### src/rtl/cnn_frame_ctrl.sv
// cnn_frame_ctrl: flushes the CNN pipeline, streams one image from pixel RAM into conv1
// and latches the comparator decision. Define CNN_CTRL_TIMEOUT_EN to enable the WAIT watchdog.
module cnn_frame_ctrl #(
   parameter int PIX_NUM        = 784,
   parameter int ADDR_W         = 10,
   parameter int PIX_W          = 8,
   parameter int FLUSH_CYCLES   = 2,
   parameter int TIMEOUT_CYCLES = 4096
) (
   input  logic              clk,
   input  logic              rst_n,
   input  logic              start,
   output logic              busy,
   output logic              done,
   output logic [3:0]        result,
   output logic              timeout,
   output logic [15:0]       frame_cnt,
   output logic              img_rd_en,
   output logic [ADDR_W-1:0] img_addr,
   input  logic [PIX_W-1:0]  img_rdata,
   output logic [PIX_W-1:0]  pix_out,
   output logic              pix_valid,
   output logic              pipe_rst_n,
   input  logic              dec_valid,
   input  logic [3:0]        dec_in
);

   typedef enum logic [2:0] {IDLE, FLUSH, STREAM, WAIT, DONE} state_t;

   localparam int FC_W = (FLUSH_CYCLES > 1) ? $clog2(FLUSH_CYCLES) : 1;
   localparam int WT_W = (TIMEOUT_CYCLES > 1) ? $clog2(TIMEOUT_CYCLES) : 1;
   localparam logic [ADDR_W-1:0] ADDR_LAST  = ADDR_W'(PIX_NUM - 1);
   localparam logic [FC_W-1:0]   FLUSH_LOAD = FC_W'(FLUSH_CYCLES - 1);
   localparam logic [WT_W-1:0]   WAIT_LAST  = WT_W'(TIMEOUT_CYCLES - 1);

`ifdef CNN_CTRL_TIMEOUT_EN
   localparam bit TO_EN = 1'b1;
`else
   localparam bit TO_EN = 1'b0;
`endif

   state_t            state, state_next;
   logic [FC_W-1:0]   flush_cnt;
   logic [WT_W-1:0]   wait_cnt;
   logic              wait_expired;
   logic              timeout_r;
   logic              dec_vld_p0;
   logic [3:0]        dec_p0;
   logic              vld_p0;

   // Without the watchdog these fold to constants: WAIT never expires, timeout stays 0
   assign wait_expired = TO_EN && (wait_cnt == WAIT_LAST);
   assign timeout      = TO_EN && timeout_r;

   always_comb begin
      state_next = state;
      case (state)
         IDLE:    if (start) state_next = FLUSH;
         FLUSH:   if (flush_cnt == '0) state_next = STREAM;
         STREAM:  if (img_addr == ADDR_LAST) state_next = WAIT;
         WAIT:    if (dec_vld_p0 || wait_expired) state_next = DONE;
         DONE:    state_next = IDLE;
         default: state_next = IDLE;
      endcase
   end

   always_ff @(posedge clk) begin
      if (!rst_n) begin
         state      <= IDLE;
         busy       <= 1'b0;
         done       <= 1'b0;
         result     <= '0;
         timeout_r  <= 1'b0;
         frame_cnt  <= '0;
         img_rd_en  <= 1'b0;
         img_addr   <= '0;
         pipe_rst_n <= 1'b0;
         flush_cnt  <= '0;
         wait_cnt   <= '0;
         dec_vld_p0 <= 1'b0;
         vld_p0     <= 1'b0;
         pix_valid  <= 1'b0;
         pix_out    <= '0;
      end else begin
         state      <= state_next;
         busy       <= (state_next == FLUSH) || (state_next == STREAM) || (state_next == WAIT);
         pipe_rst_n <= (state_next != FLUSH);
         img_rd_en  <= (state_next == STREAM);
         done       <= (state_next == DONE);
         img_addr   <= (state == STREAM && state_next == STREAM) ? img_addr + 1'b1 : '0;
         flush_cnt  <= (state == FLUSH) ? flush_cnt - 1'b1 : FLUSH_LOAD;
         wait_cnt   <= (state == WAIT) ? wait_cnt + 1'b1 : '0;
         // Decision stage p0: only a dec_valid seen in WAIT can complete the frame
         dec_vld_p0 <= dec_valid && (state == WAIT);
         if (state == IDLE && start)
            timeout_r <= 1'b0;
         if (state == WAIT && state_next == DONE) begin
            frame_cnt <= frame_cnt + 16'd1;
            result    <= dec_vld_p0 ? dec_p0 : 4'hF;
            timeout_r <= !dec_vld_p0;
         end
         // Read stage p0 covers RAM latency; pix_valid/pix_out form stage p1
         vld_p0    <= img_rd_en;
         pix_valid <= vld_p0;
         pix_out   <= vld_p0 ? img_rdata : '0;
      end
   end

   always_ff @(posedge clk) begin
      dec_p0 <= dec_in;
   end

endmodule
### config.mk
export PLATFORM = sky130hd
export DESIGN_NAME = cnn_frame_ctrl
export DESIGN_NICKNAME = d
export VERILOG_FILES = /design/src/rtl/cnn_frame_ctrl.sv
export SDC_FILE = /design/constraint.sdc
export NUM_CORES = 1
export LEC_CHECK = 0
export BUFFER_PORTS_ARGS = -buffer_cell sky130_fd_sc_hd__buf_2
export CELL_PAD_IN_SITES_DETAIL_PLACEMENT = 0
export CELL_PAD_IN_SITES_GLOBAL_PLACEMENT = 1
export CORE_MARGIN = 2
export CORE_UTILIZATION = 40
export CTS_CLUSTER_SIZE = 25
export DETAILED_ROUTE_END_ITERATION = 12
export PLACE_DENSITY = 0.81
export SLEW_MARGIN = 0
export SYNTH_ARGS = -nofsm -noshare
export SYNTH_HDL_FRONTEND = slang
export SYNTH_SLANG_ARGS = --single-unit
### constraint.sdc
create_clock -name clk -period 3.6 [get_ports clk]
set_input_delay 0.36 -clock clk [delete_from_list [all_inputs] [get_ports clk]]
set_output_delay 0.36 -clock clk [all_outputs]
set_load 0.005 [all_outputs]
# After elaboration in Yosys (flattened, before gate mapping)
# Cells that the tools add are included.
# word_totals
regBits,53
inputBits,16
output_inout_bits,44
elab_cells,41
# classes
addsub,3
n_eq_ne,9
mux,7
n_reduce_logical,8
# ops
cell,count
$add A16 B1 Y16 const B,1
$eq A3 B2 Y1 const B,4
$mux W3,4
$pmux W3 S4,1
$add A10 B1 Y10 const B,1
$eq A10 B10 Y1 const B,1
$eq A3 B1 Y1 const B,2
$mux W4,1
$reduce_and A2 Y1,2
$eq A3 B3 Y1 const B,1
$logic_and A1 B1 Y1,3
$logic_not A3 Y1,1
$ne A3 B1 Y1 const B,1
$logic_or A1 B1 Y1,2
$mux W1,1
$sub A1 B1 Y1 const B,1

# Depth between registers and ports, before layout
# Gate-level depths: netlist (run 1).
# depth
ltp_word,6
depth_mapped,6
mapped_depth_nobuf,5

# Worst setup path before layout (run 1)
# No wires, ideal clock.
# synth_timing
path_kind,register to register
start,register frame_cnt[0]
end,register frame_cnt[12]
setup_ps,70
arrival_ps,1500
required_ps,3530
setup_slack_ps,2030
path_stages_with_launch,6
n_path_buf,0
period_less_slack_ps,1570
path_cell_list,dfxtp_1 > ha_1 > nand2_1 > or3_4 > or3_1 > a21boi_1
# synth_via
elab_chain_len,1
# synth_rtl
item,line,source
start: declaration,17,"output logic [15:0] frame_cnt,"
start signal: assignment,98,frame_cnt <= frame_cnt + 16'd1;
$add A16 B1 Y16,98,
# No other way between the ends.
# A chain may end at the register's enable or synchronous reset.

# Final worst setup path (run 1)
# layout_timing
start,register state[1]
end,register frame_cnt[15]
# layout_via
elab_chain_len,4
word_cells_on_any_way,11
classes_between,eq/ne (4); mux (5); reduce/logical (2)
# layout_rtl
item,line,source
start: declaration,42,"state_t state, state_next;"
start signal: assignment,85,state <= state_next;
"$eq A3 B2 Y1, or another cell as far along","57, 97",
$pmux W3 S4,57,case (state)
$eq A3 B3 Y1,97,if (state == WAIT && state_next == DONE) begin
$logic_and A1 B1 Y1 (*),97,
# Every way passes the cells marked *; elsewhere a longest branch is shown, timed or not.

==> impl_metrics.tcl, run 1 <==
set metrics [dict create \
    status "finished clean" \
    rsz0062_at_grt "no" \
    dpl.hpwl_mm 2.740 \
    finalSetupViolations 0 \
    grt_pass1_vias 1384 \
    async_reset_ff_share_pct 0 \
    antenna_found_initial 0 \
    nFillCells 477 \
    finalWorstSetupSlack_ns 1.798 \
    dpl_worst_slack_ns 1.773 \
    ys_warn_count 0 \
    globalRouteOverflowTotal 0 \
    hold_buffers 0 \
    clock_latency_ns 0.30 \
    multi_input_comb_area_sq_um 890.9 \
    tritoncts "yes" \
    startpoint_type "register" \
    post_cts_buffers 0 \
    cts_resized 0 \
    synth.yosys.seq_area_share_pct 52.54 \
    ys_seq_elements 53 \
    final_cell_mix "buf_2 (58), dfxtp_1 (53), nand2_1 (22)" \
    drc 0 \
    synth_area_sq_mm 0.002019 \
    place_area_sq_mm 0.002345 \
    synth_nets 225 \
    port_buffers 58 \
    cts.path.max_buffers 2 \
    final_max_slew_viol_count 0 \
    dieArea_sq_mm 0.005633 \
    syn_to_final_growth_pct 21.62 \
    p_per_area_mw_per_mm2 421.7 \
    place_congestion 0.7752 \
    synth-edff-count 0 \
    pin_count 60 \
    period_share_pct 50.05 \
    cts_buffers 5 \
    cts.clk_slew.worst_paths_ns 0.09 \
    final_area_sq_mm 0.002456 \
    vias_per_cell 4.630 \
    final.setup.tns_ns 0 \
    drt_iter0_markers 68 \
    grt_pass1_wl_mm 6.147 \
    htree_levels 2 \
    grtUsageTotal_pct 14.06 \
    hp-class "input port to register" \
    crit_required_ns 3.84 \
    drive_above_1_share_pct 25.86 \
    syn_area_per_cell_sq_um 9.756 \
    worst_ep_arrival_time_ns 2.04 \
    max-vdd-ir-drop_uv 261.6 \
    cellLeakagePower_uw 0.001144 \
    die_x_microns 75.06 \
    ys_types 36 \
    ys.flop_type "dfxtp_1" \
    cts_sinks 53 \
    cts_root_buf "clkbuf_8" \
    dieHeight_microns 75.06 \
    drv_cap 0 \
    firstDrtPassIters 4 \
    relSlewSlack_pct 63.56 \
    grt_max_degree 39 \
    tightestPinTransition_ns 0.5466 \
    nets 280 \
    start_util_pct 42.20 \
    design.core.area_sq_mm 0.004786 \
    hold_violations 0 \
    fin_skew_ns 0.009199 \
    path_class "register to register" \
    fin_crit_ns 1.802 \
    wl_per_cell_microns 11.55 \
    row_count 25 \
    seq_area_sq_mm 0.001061 \
    synthCells 207 \
    routed_wl_mm 3.813 \
    diodes 0 \
    final_antenna_net_count 0 \
    critPathCaptureType "register" \
    layout_commonest_cell "buf_2" \
    fmaxAchievable_mhz 555.0 \
    num_vias 1528 \
    cp_max_fo 15 \
]
## final cells by class
class	count	area share, %
sequential	53	43.20
multi-input combinational	139	36.27
timing repair buffer	58	11.82
tap	67	3.413
clock buffer	6	2.955
clock inverter	2	1.579
inverter	5	0.7641
## worst max-delay path, cell delays in order, from the launching register on
cell and delay [ns]:
dfxtp_1 0.52, nand4b_4 0.26, nor3_1 0.45, nor3b_1 0.30, mux2i_1 0.20
## where the power goes
part	switching, uW	internal [uW]
Sequential	8.58	596
Clock	186	209
Combinational	18.6	17.9
## kinds of logic (layout without fill, tap and decap cells)
group,Yosys count,in the layout,synth area share (%)
buffers and inverters,15,71,3.346
AND/OR/NAND/NOR,98,98,27.45
adder cells (fa/ha/maj),2,2,1.239
XOR/XNOR,17,17,7.373
AO/OA/AOI/OAI,18,18,6.381
flip-flops,53,53,52.54
multiplexers,3,3,1.487
other,1,1,0.1857
## state kept, by name (all words and copies together), names as in the netlist
signal and flops:
busy 1, dec_p0 4, dec_vld_p0 1, done 1, flush_cnt 1, frame_cnt 16
img_addr 10, img_rd_en 1, pipe_rst_n 1, pix_out 8, pix_valid 1, result 4
state 3, vld_p0 1
## synthesized netlist by cell type, drive strengths merged (3+ instances only)
cell | number | share of area, %
dfxtp | 53 | 53
nand2 | 22 | 4.1
and2 | 14 | 4.3
nor2 | 14 | 2.6
and3 | 10 | 3.1
xor2 | 10 | 4.3
a21boi | 8 | 3.0
clkbuf | 7 | 1.3
xnor2 | 7 | 3.0
nand3 | 6 | 1.5
nand4 | 6 | 1.9
inv | 5 | 0.93
nand2b | 5 | 1.5
nor4 | 5 | 1.5
or3 | 4 | 1.5
buf | 3 | 1.1
mux2i | 3 | 1.5
nor3 | 3 | 0.74
o21ai | 3 | 0.74
## worst paths after layout
path	start	to	slack [ns]	cells past startpoint
max	state[1]$_SDFF_PN0_	frame_cnt[15]$_SDFFE_PN0P_	1.80	4
max reg2reg	state[1]$_SDFF_PN0_	frame_cnt[15]$_SDFFE_PN0P_	1.80	4
min reg2reg	dec_p0[2]$_DFF_P_	result[2]$_SDFFE_PN0P_	0.45	2
min	dec_in[2]	dec_p0[2]$_DFF_P_	0.16	1
## per-stage QoR
| step | total power (uW) | hold slack [ns] | std cells | util (%) |
|---|---|---|---|---|
| floorplan | 641.1 | 0.3877 | 207 | - |
| global placement | 655.1 | 0.4396 | 322 | 48.99 |
| detailed placement | 655.5 | 0.4408 | 322 | 48.99 |
| CTS | 1049 | 0.1492 | 330 | 51.32 |
| global route | 1073 | 0.1423 | 330 | 51.32 |
| finish | 1036 | 0.1556 | 330 | 51.32 |
## routing by layer
metal	wire length, microns	GRT usage, %
met5	0	0
met4	45	5.357
met3	182	3.481
met2	1749	22.90
met1	1836	17.98
Power figures use the tool's default switching activity.
==> run 2: changes to the inputs <==
Settings changed: CORE_UTILIZATION 40 to 38, PLACE_DENSITY 0.81 to 0.77.
Clock period 3.6 ns to 1.7 ns, I/O delays scaled along.
==> run 2 against run 1 <==
  * Clock skew decreased by 0.00078 ns
  * Combinational power increased to 2.7 times the previous value
  * Wire length increased by 6.0%
  * Highest routed layer unchanged
  * First-iteration DRC count decreased by 5.9%
  * Sequential share of layout area decreased by 2.1 points
  * Flip-flop and latch count unchanged
  * Worst hold slack got worse by 0.058 ns
  * Worst setup slack got worse by 1.7 ns
  * Critical endpoint is now frame_cnt[14]$_SDFFE_PN0P_
  * Fmax increased by 14%
  * Critical path depth increased by 1
  * Global-route usage about the same
==> impl_metrics.tcl, run 2 (same netlist as run 1, synthesis figures left out) <==
set metrics [dict create \
    nFillCells 514 \
    num_vias 1608 \
    htree_levels 2 \
    vias_per_cell 4.581 \
    cts_buffers 5 \
    tritoncts "yes" \
    reg2reg_depth 5 \
    cp_max_fo 4 \
    nets 298 \
    grtUsageTotal_pct 14.08 \
    reg_top3 "frame_cnt: 16 flops, img_addr: 10 flops, pix_out: 8 flops" \
    row_count 26 \
    layout_commonest_cell "buf_2" \
    worst_ep_arrival_time_ns 1.82 \
    seq_area_sq_mm 0.001061 \
    final_antenna_net_count 0 \
    path_class "register to register" \
    startpoint "frame_cnt[0]$_SDFFE_PN0P_" \
    critPathCaptureType "register" \
    final.setup.tns_ns 0 \
    fin_skew_ns 0.008418 \
    pin_count 60 \
    drv_cap 0 \
    diodes 0 \
    place_area_sq_mm 0.002446 \
    place_congestion 0.7777 \
    multi_input_comb_area_sq_um 893.4 \
    fmaxAchievable_mhz 634.0 \
    globalRouteOverflowTotal 0 \
    routed_wl_mm 4.042 \
    antenna_found_initial 0 \
    crit_required_ns 1.94 \
    r2r-start "frame_cnt[0]$_SDFFE_PN0P_" \
    final_max_slew_viol_count 0 \
    fin_total_pwr_uw 2066 \
    die_x_microns 76.90 \
    dieArea_sq_mm 0.005914 \
    final_area_sq_mm 0.002580 \
    cts_root_buf "clkbuf_8" \
    max-vdd-ir-drop_uv 300.2 \
    largest_register_ffs 16 \
    clock_latency_ns 0.31 \
    grt_pass1_wl_mm 6.768 \
    p_per_area_mw_per_mm2 801.0 \
    drive_above_1_share_pct 29.18 \
    reg2reg_slack_ns 0.12 \
    syn_to_final_growth_pct 27.76 \
    rsz0062_at_grt "no" \
    cellLeakagePower_uw 0.001216 \
    port_buffers 58 \
    dieHeight_microns 76.90 \
    top_register "frame_cnt" \
    wl_per_cell_microns 11.52 \
    hold-worst-slack_ns 0.09725 \
    finalSetupViolations 0 \
    grt_pass1_vias 1527 \
    cts_sinks 53 \
    grt_max_degree 38 \
    start_util_pct 39.54 \
    hold_violations 0 \
    startpoint_type "register" \
    drc 0 \
    final_cell_mix "buf_2 (58), dfxtp_1 (53), nand2_1 (21)" \
    dpl.hpwl_mm 2.857 \
    fin_crit_ns 1.577 \
    firstDrtPassIters 4 \
    status "finished clean" \
    cts.clk_slew.worst_paths_ns 0.09 \
    hp-class "input port to register" \
    design.core.area_sq_mm 0.005107 \
    cts.path.max_buffers 2 \
    worstHoldStart "img_rdata[1]" \
    period_share_pct 92.78 \
    hold_depth 2 \
    drt_iter0_markers 64 \
]
==> run 2: cell types whose count changed in the layout (fill, tap and decap cells not counted) <==
cell	previous run	this run
nand2_1	22	21
dlygate4sd3_1	0	4
bufinv_16	1	0
clkinvlp_4	0	1
buf_4	0	14
clkinv_4	1	0
clkbuf_1	1	2
nand2_2	0	1
==> run 2: final cells by class <==
cell class	count	area share, %
Inverter	5	0.7275
Clock inverter	1	0.2910
Tap cell	70	3.395
Clock buffer	7	2.958
Sequential cell	53	41.13
Timing Repair Buffer	76	16.88
Multi-Input combinational cell	139	34.63
==> run 2: timing repair <==
item                                    4_1_cts  5_1_grt
resized for setup                             0        1
hold endpoints to repair                      4        0
setup buffers                                 0        1
endpoints found under the setup margin        0        3
hold buffers                                  4        0
==> run 2: worst paths after layout <==
path                           endpoint
min               pix_out[1]$_SDFF_PN0_
max reg2reg  frame_cnt[14]$_SDFFE_PN0P_
max          frame_cnt[14]$_SDFFE_PN0P_
min reg2reg      result[0]$_SDFFE_PN0P_
==> run 2: metrics by stage <==
step / std cells / worst slack, ns / utilization [%]
6_report: 351 / 0.1227 / 50.51
5_1_grt: 351 / 0.003978 / 50.51
4_1_cts: 350 / 0.09819 / 50.32
3_5_place_dp: 338 / 0.1191 / 47.89
3_3_place_gp: 338 / 0.1572 / 47.89
2_1_floorplan: 207 / 0.1302 / -
==> run 2: power breakdown <==
group	internal, uW	switching [uW]
Combinational	50.5	47.8
Clock	292	402
Sequential	1260	10.9
==> run 2: critical path, stage by stage, from the launching register on <==
cell      delay [ns]
dfxtp_1         0.35
ha_1            0.21
nand2_2         0.09
or3_4           0.39
or3_1           0.35
a21boi_1        0.13
==> run 2: metal layers <==
layer / vias up / part of all wire (%) / GRT usage, %
met5: - / 0 / 0
met1: 731 / 46 / 17.04
li1: 843 / - / -
met4: 0 / 1.3 / 4.545
met2: 29 / 48 / 23.77
met3: 5 / 4.3 / 4.353
==> run 3: changes to the inputs <==
Settings changed: ABC_AREA set to 1, CORE_UTILIZATION 38 to 37, PLACE_DENSITY 0.77 to 0.78.
==> run 3 against run 2 <==
  * Combinational power increased by 21%
  * Largest power group unchanged
  * Critical path depth increased by 3
  * Register-to-register slack improved by 0.04 ns
  * Cell area increased by 0.19%
==> impl_metrics.tcl, run 3 <==
set metrics [dict create \
    cp_max_fo 4 \
    critPathCaptureType "register" \
    place_area_sq_mm 0.002441 \
    synthCells 260 \
    top_register "frame_cnt" \
    final_antenna_net_count 0 \
    ys_warn_count 0 \
    async_reset_ff_share_pct 0 \
    firstDrtPassIters 4 \
    hold-worst-slack_ns 0.06808 \
    row_count 27 \
    cellLeakagePower_uw 0.001237 \
    synth_area_sq_mm 0.002097 \
    reg2reg_slack_ns 0.16 \
    reg_top3 "frame_cnt: 16 flops, img_addr: 10 flops, pix_out: 8 flops" \
    grt_pass1_wl_mm 6.637 \
    yosys.area.top_type "dfxtp_1" \
    status "finished clean" \
    ys_seq_elements 53 \
    vias_per_cell 4.283 \
    max-vdd-ir-drop_uv 387.7 \
    wl_per_cell_microns 10.03 \
    slowest_delay_ns 0.40 \
    dieArea_sq_mm 0.006286 \
    grt_pass1_vias 1514 \
    grtUsageTotal_pct 13.38 \
    final_cell_mix "nor2_1 (58), buf_2 (58), dfxtp_1 (53)" \
    ys_top_cells_by_area "dfxtp_1 (51%), nor2_1 (10%), nand2_1 (6.1%)" \
    drv_cap 0 \
    worst_ep_arrival_time_ns 1.73 \
    grt_max_degree 18 \
    crit_required_ns 1.90 \
    routed_wl_mm 3.971 \
    syn_area_per_cell_sq_um 8.065 \
    drive_above_1_share_pct 26.23 \
    nFillCells 573 \
    instances_no_fill 396 \
    r2r-start "frame_cnt[0]$_SDFFE_PN0P_" \
    post_cts_buffers 0 \
    largest_register_ffs 16 \
    nets 342 \
    synth-edff-count 0 \
    routed-wl-met2_mm 1.745 \
    period_share_pct 90.45 \
    synth_nets 278 \
    p_per_area_mw_per_mm2 857.3 \
    syn_to_final_growth_pct 23.27 \
    synth.yosys.seq_area_share_pct 50.60 \
    finalSetupViolations 0 \
    final_max_slew_viol_count 0 \
    htree_levels 2 \
    drt_iter0_markers 42 \
    rsz0062_at_grt "no" \
    startpoint_type "register" \
    wl_met3_microns 197 \
    dpl.hpwl_mm 2.846 \
    fmaxAchievable_mhz 650.3 \
    antenna_found_initial 0 \
    design.core.area_sq_mm 0.005507 \
    pin_count 60 \
    cts_sinks 53 \
    fin_crit_ns 1.538 \
    synth_most_common_cell "nor2_1" \
    hold_violations 0 \
    synth_top_area_share_pct 50.60 \
    drc 0 \
    synthTopCellsByCount "nor2_1 (58), dfxtp_1 (53), nand2_1 (34), inv_1 (33), nand3_1 (12)" \
    crit_chain "ha_1, nand3_2, nor2_2, nand2_1, nor2_1, nand2_1, o21ai_0, nor2_1" \
    crit_family "simple AND/OR/NAND/NOR gates" \
    start_util_pct 38.08 \
    worstHoldEndpoint "pix_out[7]$_SDFF_PN0_" \
    worstHoldStart "img_rdata[7]" \
    diodes 0 \
    port_buffers 58 \
    path_buf_inv 0 \
    cpMaxStageDelayCell "dfxtp_1" \
    fin_skew_ns 0.007694 \
    clock_latency_ns 0.30 \
    reg2reg_depth 8 \
    path_class "register to register" \
    cts.path.max_buffers 2 \
    num_vias 1696 \
    ys_types 31 \
    final.setup.tns_ns 0 \
    cts_root_buf "clkbuf_8" \
    tritoncts "yes" \
    cts_buffers 5 \
    placedCellCount 385 \
    drt-met1-wl_mm 1.975 \
    dieHeight_microns 79.29 \
    hold_depth 3 \
    top_layer "met4" \
    ys.flop_type "dfxtp_1" \
    regToRegEndpoint "frame_cnt[12]$_SDFFE_PN0P_" \
    die_x_microns 79.29 \
    cts.clk_slew.worst_paths_ns 0.09 \
    final_area_sq_mm 0.002585 \
    place_congestion 0.7424 \
    hp-class "input port to register" \
    globalRouteOverflowTotal 0 \
]
run 3: worst max-delay path by stage:
stage	from	endpoint	slack (ns)	cells after the start
floorplan	img_addr[0]$_SDFF_PN0_	img_rd_en$_SDFF_PN0_	0.31	6
global placement	frame_cnt[0]$_SDFFE_PN0P_	frame_cnt[12]$_SDFFE_PN0P_	0.22	8
detailed placement	frame_cnt[0]$_SDFFE_PN0P_	frame_cnt[12]$_SDFFE_PN0P_	0.18	8
CTS	frame_cnt[0]$_SDFFE_PN0P_	frame_cnt[12]$_SDFFE_PN0P_	0.17	8
global route	frame_cnt[0]$_SDFFE_PN0P_	frame_cnt[8]$_SDFFE_PN0P_	0.005	8
finish	frame_cnt[0]$_SDFFE_PN0P_	frame_cnt[12]$_SDFFE_PN0P_	0.16	8
run 3: worst min-delay path, delay by kind of cell:
kind,cells,cell delay (ns)
simple gates,1,0.03
buf+inv,2,0.13
run 3: through the flow:
stage          utilization, %  worst slack [ns]  power [uW]
6_report                46.94            0.1623        2216
3_5_place_dp            44.33            0.1800        1421
2_1_floorplan               -            0.3051        1381
5_1_grt                 46.94          0.005456        2318
4_1_cts                 46.94            0.1666        2263
3_3_place_gp            44.33            0.2151        1420
run 3: layout make-up:
class	instances	area, sq um	share of cell area (%)
clock buffer	5	68.82	2.662
clock inverter	2	35.03	1.355
inverter	36	135.1	5.228
multi-input combinational	165	857.1	33.16
sequential	53	1061	41.05
tap	72	90.09	3.485
timing repair buffer	63	337.8	13.07
run 3: where the power goes:
group	switching, uW	total [uW]	leakage (uW)	internal (uW)
sequential	14.6	1280	0.000430	1260
combinational	65.3	119	0.000753	53.8
clock	389	818	0.0000540	428
total	469	2220	0.00124	1750
run 3: kinds of logic (layout without fill, tap and decap cells):
group / after synthesis / count (layout) / share of synthesized area, %
AND/OR/NAND/NOR: 134 / 134 / 31.21
buffers and inverters: 42 / 106 / 8.532
other: 1 / 1 / 0.1788
flip-flops: 53 / 53 / 50.60
AO/OA/AOI/OAI: 19 / 19 / 4.535
adder cells (fa/ha/maj): 2 / 2 / 1.193
XOR/XNOR: 9 / 9 / 3.759
run 3: routing by layer:
layer / global-route usage [%] / vias to the layer above
met5: 0 / -
li1: - / 923
met1: 17.65 / 726
met3: 3.750 / 4
met2: 20.34 / 43
met4: 6.034 / 0
run 3: repair_timing:
action / in CTS / in global routing
hold endpoints to repair: 4 / 0
hold buffers: 4 / 0
resized for setup: 0 / 0
